### src/rtl/ct_vfpu_fwd_vreg_src_pkg.sv
// Shared VFPU forwarding definitions: widths and result-latency encoding.
package ct_vfpu_fwd_vreg_src_pkg;

  localparam int unsigned VREG_W = 7;
  localparam int unsigned DATA_W = 64;

  // Stage in which an instruction's result first becomes available.
  typedef enum logic [1:0] {
    LAT_EX3 = 2'd0,
    LAT_EX4 = 2'd1,
    LAT_EX5 = 2'd2
  } lat_e;

  // The raw issue encoding 2'd3 has no stage of its own and behaves as EX5.
  function automatic lat_e lat_decode(input logic [1:0] raw);
    case (raw)
      2'd0:    lat_decode = LAT_EX3;
      2'd1:    lat_decode = LAT_EX4;
      default: lat_decode = LAT_EX5;
    endcase
  endfunction

endpackage

### src/rtl/ct_vfpu_fwd_vreg_src_stage.sv
// One EX4/EX5 slice: valid/vreg/lat tracking plus an early-result buffer
// so an instruction that finished earlier keeps forwarding its data here.
module ct_vfpu_fwd_stage
  import ct_vfpu_fwd_vreg_src_pkg::*;
#(
  parameter int unsigned VREG_W  = ct_vfpu_fwd_vreg_src_pkg::VREG_W,
  parameter int unsigned DATA_W  = ct_vfpu_fwd_vreg_src_pkg::DATA_W,
  parameter lat_e        FWD_LAT = LAT_EX4
) (
  input  logic              clk,
  input  logic              rst,
  input  logic              flush,
  input  logic              in_vld,
  input  logic [VREG_W-1:0] in_vreg,
  input  lat_e              in_lat,
  input  logic              in_cap,
  input  logic [DATA_W-1:0] in_data,
  input  logic [DATA_W-1:0] dp_result,
  output logic              vld,
  output logic [VREG_W-1:0] vreg,
  output lat_e              lat,
  output logic              fwd_vld,
  output logic [DATA_W-1:0] fwd_data
);

  logic              vld_q, vld_d;
  logic [VREG_W-1:0] vreg_q, vreg_d;
  lat_e              lat_q, lat_d;
  logic              rdy_q, rdy_d;
  logic [DATA_W-1:0] data_q, data_d;

  // Next-state: fields only load behind a valid instruction, otherwise hold.
  always_comb begin
    vld_d  = in_vld & ~flush;
    vreg_d = vreg_q;
    lat_d  = lat_q;
    rdy_d  = rdy_q;
    data_d = data_q;
    if (in_vld) begin
      vreg_d = in_vreg;
      lat_d  = in_lat;
      rdy_d  = in_cap;
      if (in_cap) begin
        data_d = in_data;
      end
    end
  end

  // Slice registers, asynchronously cleared.
  always_ff @(posedge clk or posedge rst) begin
    if (rst) begin
      vld_q  <= 1'b0;
      vreg_q <= '0;
      lat_q  <= LAT_EX3;
      rdy_q  <= 1'b0;
      data_q <= '0;
    end else begin
      vld_q  <= vld_d;
      vreg_q <= vreg_d;
      lat_q  <= lat_d;
      rdy_q  <= rdy_d;
      data_q <= data_d;
    end
  end

  assign vld      = vld_q;
  assign vreg     = vreg_q;
  assign lat      = lat_q;
  assign fwd_vld  = vld_q & (lat_q <= FWD_LAT);
  assign fwd_data = rdy_q ? data_q : dp_result;

endmodule

### src/rtl/ct_vfpu_fwd_vreg_src.sv
// VFPU pipe producer side of the vreg forwarding network (EX3/EX4/EX5).
module ct_vfpu_fwd_vreg_src
  import ct_vfpu_fwd_vreg_src_pkg::*;
#(
  parameter int unsigned VREG_W = ct_vfpu_fwd_vreg_src_pkg::VREG_W,
  parameter int unsigned DATA_W = ct_vfpu_fwd_vreg_src_pkg::DATA_W
) (
  input  logic              forever_cpuclk,
  input  logic              cpurst,
  input  logic              rtu_yy_xx_flush,
  input  logic              idu_vfpu_rf_pipe_sel,
  input  logic              idu_vfpu_rf_pipe_dst_vld,
  input  logic [VREG_W-1:0] idu_vfpu_rf_pipe_dst_vreg,
  input  logic [1:0]        idu_vfpu_rf_pipe_lat,
  input  logic [DATA_W-1:0] dp_ex3_result,
  input  logic [DATA_W-1:0] dp_ex4_result,
  input  logic [DATA_W-1:0] dp_ex5_result,
  output logic              vfpu_idu_ex3_pipe_fwd_vld,
  output logic [VREG_W-1:0] vfpu_idu_ex3_pipe_fwd_vreg,
  output logic [DATA_W-1:0] vfpu_idu_ex3_pipe_fwd_vreg_data,
  output logic              vfpu_idu_ex4_pipe_fwd_vld,
  output logic [VREG_W-1:0] vfpu_idu_ex4_pipe_fwd_vreg,
  output logic [DATA_W-1:0] vfpu_idu_ex4_pipe_fwd_vreg_data,
  output logic              vfpu_idu_ex5_pipe_fwd_vld,
  output logic [VREG_W-1:0] vfpu_idu_ex5_pipe_fwd_vreg,
  output logic [DATA_W-1:0] vfpu_idu_ex5_pipe_wb_vreg_data,
  output logic              vfpu_rtu_ex5_pipe_wb_vld
);

  logic              ex1_vld_q, ex1_vld_d, ex2_vld_q, ex2_vld_d, ex3_vld_q, ex3_vld_d;
  logic [VREG_W-1:0] ex1_vreg_q, ex1_vreg_d, ex2_vreg_q, ex2_vreg_d, ex3_vreg_q, ex3_vreg_d;
  lat_e              ex1_lat_q, ex1_lat_d, ex2_lat_q, ex2_lat_d, ex3_lat_q, ex3_lat_d;
  logic              issue;

  logic              ex4_vld, ex4_fwd_vld, ex5_vld, ex5_fwd_vld;
  logic [VREG_W-1:0] ex4_vreg, ex5_vreg;
  lat_e              ex4_lat, ex5_lat_unused;
  logic [DATA_W-1:0] ex4_fwd_data, ex5_fwd_data;

  assign issue = idu_vfpu_rf_pipe_sel & idu_vfpu_rf_pipe_dst_vld;

  // EX1..EX3 control: valids shift with flush kill, fields hold when idle.
  always_comb begin
    ex1_vld_d  = issue & ~rtu_yy_xx_flush;
    ex1_vreg_d = ex1_vreg_q;
    ex1_lat_d  = ex1_lat_q;
    if (issue) begin
      ex1_vreg_d = idu_vfpu_rf_pipe_dst_vreg;
      ex1_lat_d  = lat_decode(idu_vfpu_rf_pipe_lat);
    end
    ex2_vld_d  = ex1_vld_q & ~rtu_yy_xx_flush;
    ex2_vreg_d = ex1_vld_q ? ex1_vreg_q : ex2_vreg_q;
    ex2_lat_d  = ex1_vld_q ? ex1_lat_q : ex2_lat_q;
    ex3_vld_d  = ex2_vld_q & ~rtu_yy_xx_flush;
    ex3_vreg_d = ex2_vld_q ? ex2_vreg_q : ex3_vreg_q;
    ex3_lat_d  = ex2_vld_q ? ex2_lat_q : ex3_lat_q;
  end

  // EX1..EX3 control registers.
  always_ff @(posedge forever_cpuclk or posedge cpurst) begin
    if (cpurst) begin
      ex1_vld_q  <= 1'b0;
      ex2_vld_q  <= 1'b0;
      ex3_vld_q  <= 1'b0;
      ex1_vreg_q <= '0;
      ex2_vreg_q <= '0;
      ex3_vreg_q <= '0;
      ex1_lat_q  <= LAT_EX3;
      ex2_lat_q  <= LAT_EX3;
      ex3_lat_q  <= LAT_EX3;
    end else begin
      ex1_vld_q  <= ex1_vld_d;
      ex2_vld_q  <= ex2_vld_d;
      ex3_vld_q  <= ex3_vld_d;
      ex1_vreg_q <= ex1_vreg_d;
      ex2_vreg_q <= ex2_vreg_d;
      ex3_vreg_q <= ex3_vreg_d;
      ex1_lat_q  <= ex1_lat_d;
      ex2_lat_q  <= ex2_lat_d;
      ex3_lat_q  <= ex3_lat_d;
    end
  end

  ct_vfpu_fwd_stage #(
    .VREG_W  (VREG_W),
    .DATA_W  (DATA_W),
    .FWD_LAT (LAT_EX4)
  ) u_ex4 (
    .clk       (forever_cpuclk),
    .rst       (cpurst),
    .flush     (rtu_yy_xx_flush),
    .in_vld    (ex3_vld_q),
    .in_vreg   (ex3_vreg_q),
    .in_lat    (ex3_lat_q),
    .in_cap    (ex3_lat_q == LAT_EX3),
    .in_data   (dp_ex3_result),
    .dp_result (dp_ex4_result),
    .vld       (ex4_vld),
    .vreg      (ex4_vreg),
    .lat       (ex4_lat),
    .fwd_vld   (ex4_fwd_vld),
    .fwd_data  (ex4_fwd_data)
  );

  // EX5 has no successor, so its lat copy is only used for its own fwd_vld.
  ct_vfpu_fwd_stage #(
    .VREG_W  (VREG_W),
    .DATA_W  (DATA_W),
    .FWD_LAT (LAT_EX5)
  ) u_ex5 (
    .clk       (forever_cpuclk),
    .rst       (cpurst),
    .flush     (rtu_yy_xx_flush),
    .in_vld    (ex4_vld),
    .in_vreg   (ex4_vreg),
    .in_lat    (ex4_lat),
    .in_cap    (ex4_fwd_vld),
    .in_data   (ex4_fwd_data),
    .dp_result (dp_ex5_result),
    .vld       (ex5_vld),
    .vreg      (ex5_vreg),
    .lat       (ex5_lat_unused),
    .fwd_vld   (ex5_fwd_vld),
    .fwd_data  (ex5_fwd_data)
  );

  assign vfpu_idu_ex3_pipe_fwd_vld       = ex3_vld_q & (ex3_lat_q == LAT_EX3);
  assign vfpu_idu_ex3_pipe_fwd_vreg      = ex3_vreg_q;
  assign vfpu_idu_ex3_pipe_fwd_vreg_data = dp_ex3_result;

  assign vfpu_idu_ex4_pipe_fwd_vld       = ex4_fwd_vld;
  assign vfpu_idu_ex4_pipe_fwd_vreg      = ex4_vreg;
  assign vfpu_idu_ex4_pipe_fwd_vreg_data = ex4_fwd_data;

  // Every lat is at most EX5, so the EX5 forward and writeback valids coincide.
  assign vfpu_idu_ex5_pipe_fwd_vld       = ex5_fwd_vld;
  assign vfpu_idu_ex5_pipe_fwd_vreg      = ex5_vreg;
  assign vfpu_idu_ex5_pipe_wb_vreg_data  = ex5_fwd_data;
  assign vfpu_rtu_ex5_pipe_wb_vld        = ex5_vld;

endmodule
### config.mk
export PLATFORM = sky130hd
export DESIGN_NAME = ct_vfpu_fwd_vreg_src
export DESIGN_NICKNAME = d
export VERILOG_FILES = /design/src/rtl/ct_vfpu_fwd_vreg_src_pkg.sv /design/src/rtl/ct_vfpu_fwd_vreg_src_stage.sv /design/src/rtl/ct_vfpu_fwd_vreg_src.sv
export SDC_FILE = /design/constraint.sdc
export NUM_CORES = 1
export LEC_CHECK = 0
export ABC_CLOCK_PERIOD_IN_PS = 4900
export BUFFER_PORTS_ARGS = -buffer_cell sky130_fd_sc_hd__buf_2
export CORE_AREA = 5 5 161 163
export DETAILED_ROUTE_END_ITERATION = 16
export DIE_AREA = 0 0 166 168
export HOLD_SLACK_MARGIN = 0.1
export PLACE_DENSITY = 0.64
export SYNTH_ARGS = -nofsm -noshare
export SYNTH_HDL_FRONTEND = slang
export SYNTH_SLANG_ARGS = --single-unit
export TNS_END_PERCENT = 10
### constraint.sdc
create_clock -name forever_cpuclk -period 4.9 [get_ports forever_cpuclk]
set_input_delay 0.49 -clock forever_cpuclk [delete_from_list [all_inputs] [get_ports forever_cpuclk]]
set_output_delay 0.49 -clock forever_cpuclk [all_outputs]
set_load 0.05 [all_outputs]
**Word level (Yosys, flattened, before mapping)**

Cells that the tools add are included.

- Magnitude comparators: 2
- Equal/unequal tests: 1
- Mux-type cells: 3
- Bitwise gates (word level): 10
- Reductions and logical operators: 4

Operators by type and width:

| cell | number |
|---|---|
| $mux W64 | 2 |
| $and A1 B1 Y1 | 9 |
| $logic_not A2 Y1 | 2 |
| $pmux W2 S2 | 1 |
| $reduce_and A2 Y1 | 2 |
| $eq A2 B1 Y1 const B | 1 |
| $le A2 B1 Y1 const B | 1 |
| $le A2 B2 Y1 const B | 1 |
| $not A1 Y1 | 1 |

- Register bits after elaboration: 180
- Input bits: 206
- Output and inout bits: 217

**Longest topological paths before layout**

- Word-level depth: 3
- Gate-level depth with buffers: 4
- Gate-level depth less buffers: 2

**Cells and area by module**

From an unflattened synthesis, not the netlist that was laid out.

- Cells, all modules: 597
- Area, all modules: 9113.7 um^2

Modules (own cells, without submodules):

| module | times used | cells an instance | area an instance (um^2) | seq. area each (um^2) |
|---|---|---|---|---|
| ct_vfpu_fwd_stage (u_ex5) | 1 | 233 | 3754.9 | 1876.8 |
| ct_vfpu_fwd_stage (u_ex4) | 1 | 233 | 3753.6 | 1876.8 |
| ct_vfpu_fwd_vreg_src | 1 | 131 | 1605.3 | 750.7 |

**Worst setup path after synthesis**

No wires, ideal clock.

- Path type: flip-flop to output port
- Start point: reg u_ex5.vld_q (netlist: u_ex5.vld)
- End point: out vfpu_idu_ex5_pipe_fwd_vld
- Arrival: 1.813 ns
- Data required time: 4.410 ns
- Setup slack: 2.597 ns
- Cell stages (with the launch flop): 2
- Cell sequence: dfrtp_1 a21boi_0

- Cells in the longest elaborated chain, start to end: 1

RTL lines:

| item | RTL line | text |
|---|---|---|
| from (decl) | ct_vfpu_fwd_vreg_src_stage.sv:26 | `logic vld_q, vld_d;` |
| from (signal assigned) | ct_vfpu_fwd_vreg_src_stage.sv:58 | `vld_q <= vld_d;` |
| $and A1 B1 Y1 | ct_vfpu_fwd_vreg_src_stage.sv:69 | `assign fwd_vld = vld_q & (lat_q <= FWD_LAT);` |
| to (decl) | ct_vfpu_fwd_vreg_src.sv:24 | `output logic vfpu_idu_ex5_pipe_fwd_vld,` |

No other way between the ends.

**Final worst setup path**

- Start point: reg u_ex4.rdy_q
- End point: out vfpu_idu_ex4_pipe_fwd_vreg_data[5]

- Cells in the longest elaborated chain, start to end: 1

RTL lines:

| item | RTL line | text |
|---|---|---|
| from (decl) | ct_vfpu_fwd_vreg_src_stage.sv:29 | `logic rdy_q, rdy_d;` |
| from (signal assigned) | ct_vfpu_fwd_vreg_src_stage.sv:61 | `rdy_q <= rdy_d;` |
| $mux W64 | ct_vfpu_fwd_vreg_src_stage.sv:70 | `assign fwd_data = rdy_q ? data_q : dp_result;` |
| to (decl) | ct_vfpu_fwd_vreg_src.sv:23 | `output logic [DATA_W-1:0] vfpu_idu_ex4_pipe_fwd_vreg_data,` |

No other way between the ends.

==> summary.md <==
| Metric | Value |
|---|---|
| Status | finished, final reports clean |
| Crit path required time | 4.41 ns |
| Synth top area cells | dfrtp_1 51%, mux2_2 32%, mux2_4 8.3% |
| Mean Syn Cell Area | approximately 15 µm² |
| Clock sinks | 180 |
| Post-Route WL | 23.8 mm |
| Final HPWL DP | 18.4 mm |
| GPL Wtd Cong | 0.882 |
| IO Port Bufs | 422 |
| Final non-filler cell total | 1281 |
| Synth warnings | 0 |
| Actual slew at the worst max-slew pin | 0.944 ns |
| CTS tree | yes |
| Peak supply drop | 292 µV |
| Slew Viols, Final | 0 |
| Via Count | 5883 |
| Synth unique cells | 15 |
| # diodes | 0 |
| Worst reg2reg path depth | 3 |
| Initial detailed-routing violation count | between 150 and 200 |
| Global-route wire length before repair | 37.1 mm |
| MaxCap Viol Count | 0 |
| R2R Path End | u_ex5.data_q[10] |
| Ys flop type | dfrtp_1 |
| Mapped Nets | between 700 and 800 |
| DRC viols | 0 |
| Die Ht | 168 µm |
| Vias in the first global route | 6357 |
| Yosys top cell area share | 50.7% |
| Maximum clock path buffer count | 2 |
| Area grow syn2layout | 28.0% |
| Cts repair resizes | 0 |
| P per Cell Area | 615 nW/µm² |
| Yosys top cell by area | dfrtp_1 |
| H-tree levels | 4 |
| Core box area | between 20000 and 25000 µm² |
| Worst R2R Setup Slack | 2.61 ns |
| Setup Fix Bufs, Post-CTS | 0 |
| Rel. slew slack | 37.1% |
| # placed instances | 1249 |
| Lkg Pwr | 5.82 nW |
| CTS root buffer | clkbuf_16 |
| CP Capture Type | output pin |
| Busiest grt layer | met2 |
| Number of routed nets with antenna violations | 0 |
| Grt met2 use | 29.7% |
| Global route total overflow | 0 |
| Max Fclk | 330 MHz |
| Hold Buf Count CTS | 0 |
| WL/cell | 18.5 µm |
| Row count | 57 |
| Critical Path AT | 2.54 ns |
| HP Class | in -> async |
| Final net count | between 1k and 1.5k |
| Setup violators final | 0 |
| Met1 usage | 19.9% |
| Die area | 27900 µm² |
| Crit Path Category | reg -> out |
| Worst Path Max Fanout | 50 |
| Seq/Total Area, Yosys | 50.7% |
| Mapped cell area | 8880 µm² |
| Gate Count Post-Synth | 592 |
| Vias/cell | 4.59 |
| Initial antenna violation count | 2 |
| Clock Pin Slew Worst Setup and Hold Paths | 0.08 ns |
| Clock latency on the worst-skew pair | about 0.42 ns |
| Final Cycle Share | 61.8% |
| Clock skew | 0.0136 ns |
| Setup Total Neg Slack | 0 ns |
| Die X-Extent | 166 µm |
| Worst Setup Start Kind | flop |
| Most frequent cell after synthesis | mux2_2 |
| Critical R2R Launch | u_ex4.rdy_q |
| Minimum clock period | between 3 and 4 ns |
| I/O Pins | 423 |
| WHS | 0.232 ns |
| EDFF count, synth | 0 |
| Flops & latches, synth | 180 |
| RSZ-0062 raised after global routing | no |
| Layout cell share with drive strength beyond 1 | 80.1% |
| Final hold violation count | 0 |
| Post-synth ARST share | 100% |
| CTS buffer count | 17 |
| Largest net degree at the start of global routing | 95 |
| Synth top cells by count | 252 x mux2_2, 180 x dfrtp_1, 71 x buf_4 |
| Met3 GRT Util | 4.90% |
| Tot GR Track Use | roughly 17% |
| Starting Density | 36.7% |
| First-pass iteration count of the detailed router | 4 |
-- kinds of logic (layout without fill, tap and decap cells) --
group,after synthesis,count (layout),synth area share [%]
muxes,301,301,40.2
buffers and inverters,98,463,8.17
AOI/OAI and AO/OA,3,3,0.225
DFF,180,180,50.7
and+or+nand+nor,10,10,0.662
-- registers in the layout, indices dropped and copies added, names as in the netlist --
signal and cells:
u_ex4.vreg 7, vfpu_idu_ex3_pipe_fwd_vreg 7, ex1_vld_q 1, u_ex4.data_q 64, ex2_lat_q 2, ex2_vreg_q 7, u_ex5.vreg 7, u_ex4.lat 2
u_ex4.vld 1, u_ex5.rdy_q 1, ex3_vld_q 1, u_ex5.lat 2, u_ex5.vld 1, ex1_vreg_q 7, ex2_vld_q 1, u_ex5.data_q 64
ex1_lat_q 2, ex3_lat_q 2, u_ex4.rdy_q 1
-- per-layer routing --
layer	routed length (µm)	part of all wire, %	up-vias
met1	9570	40	2877
met2	12300	52	237
met3	1600	6.7	21
li1	-	-	2744
met5	21	0.088	-
met4	291	1.2	4
-- worst max path at each step --
stage / startpoint / to / slack (ns) / cells past startpoint
finish: u_ex4.rdy_q / vfpu_idu_ex4_pipe_fwd_vreg_data[5] / 1.87 / 3
global route: u_ex4.rdy_q / vfpu_idu_ex4_pipe_fwd_vreg_data[5] / 1.77 / 3
CTS: u_ex5.rdy_q / vfpu_idu_ex5_pipe_wb_vreg_data[5] / 1.84 / 3
detailed placement: u_ex5.rdy_q / vfpu_idu_ex5_pipe_wb_vreg_data[5] / 2.30 / 3
global placement: u_ex4.rdy_q / vfpu_idu_ex4_pipe_fwd_vreg_data[1] / 2.32 / 3
floorplan: cpurst / ex1_lat_q[0] / 2.10 / 1
-- worst max-delay path, cell delays in order, from the launching register on --
cell and delay [ns]:
dfrtp_4 1.00, buf_4 0.45, mux2_4 0.34, buf_2 0.22
-- layout make-up --
class,count,area [µm²]
inverters,2,11.3
clock buffers,17,425
clock inverters,15,164
fillers,2209,12800
repair buffers,429,2190
flip-flops and latches,180,4510
well taps,324,405
multi-input cells,314,3670
-- layout by cell type (no fill, tap or decap), types with 3 or more instances in the layout --
cell,netlist,layout
dfrtp_1,180,178
buf_4,71,5
inv_6,0,3
nor2_1,3,3
clkinv_2,0,3
nor2b_1,5,4
clkinv_8,0,5
mux2_4,49,49
clkbuf_16,0,17
buf_2,13,422
inv_8,0,3
mux2_2,252,252
-- power breakdown --
part | switching (mW) | total [mW] | internal [mW] | leakage [nW]
Sequential | 0.380 | 2.33 | 1.95 | 2.26
Clock | 0.650 | 1.33 | 0.684 | 0.288
Combinational | 2.17 | 3.33 | 1.15 | 3.27
Total | 3.20 | 6.99 | 3.78 | 5.82
-- per-stage QoR --
| stage | utilization [%] | worst slack [ns] | instance area, µm² | total power, mW |
|---|---|---|---|---|
| floorplan | - | 2.10 | 8890 | 5.01 |
| global placement | 44.6 | 2.32 | 10800 | 5.69 |
| detailed placement | 44.6 | 2.30 | 10800 | 5.72 |
| CTS | 47.0 | 1.84 | 11400 | 7.09 |
| global route | 47.0 | 1.77 | 11400 | 7.34 |
| finish | 47.0 | 1.87 | 11400 | 6.99 |
Power figures use the tool's default switching activity.
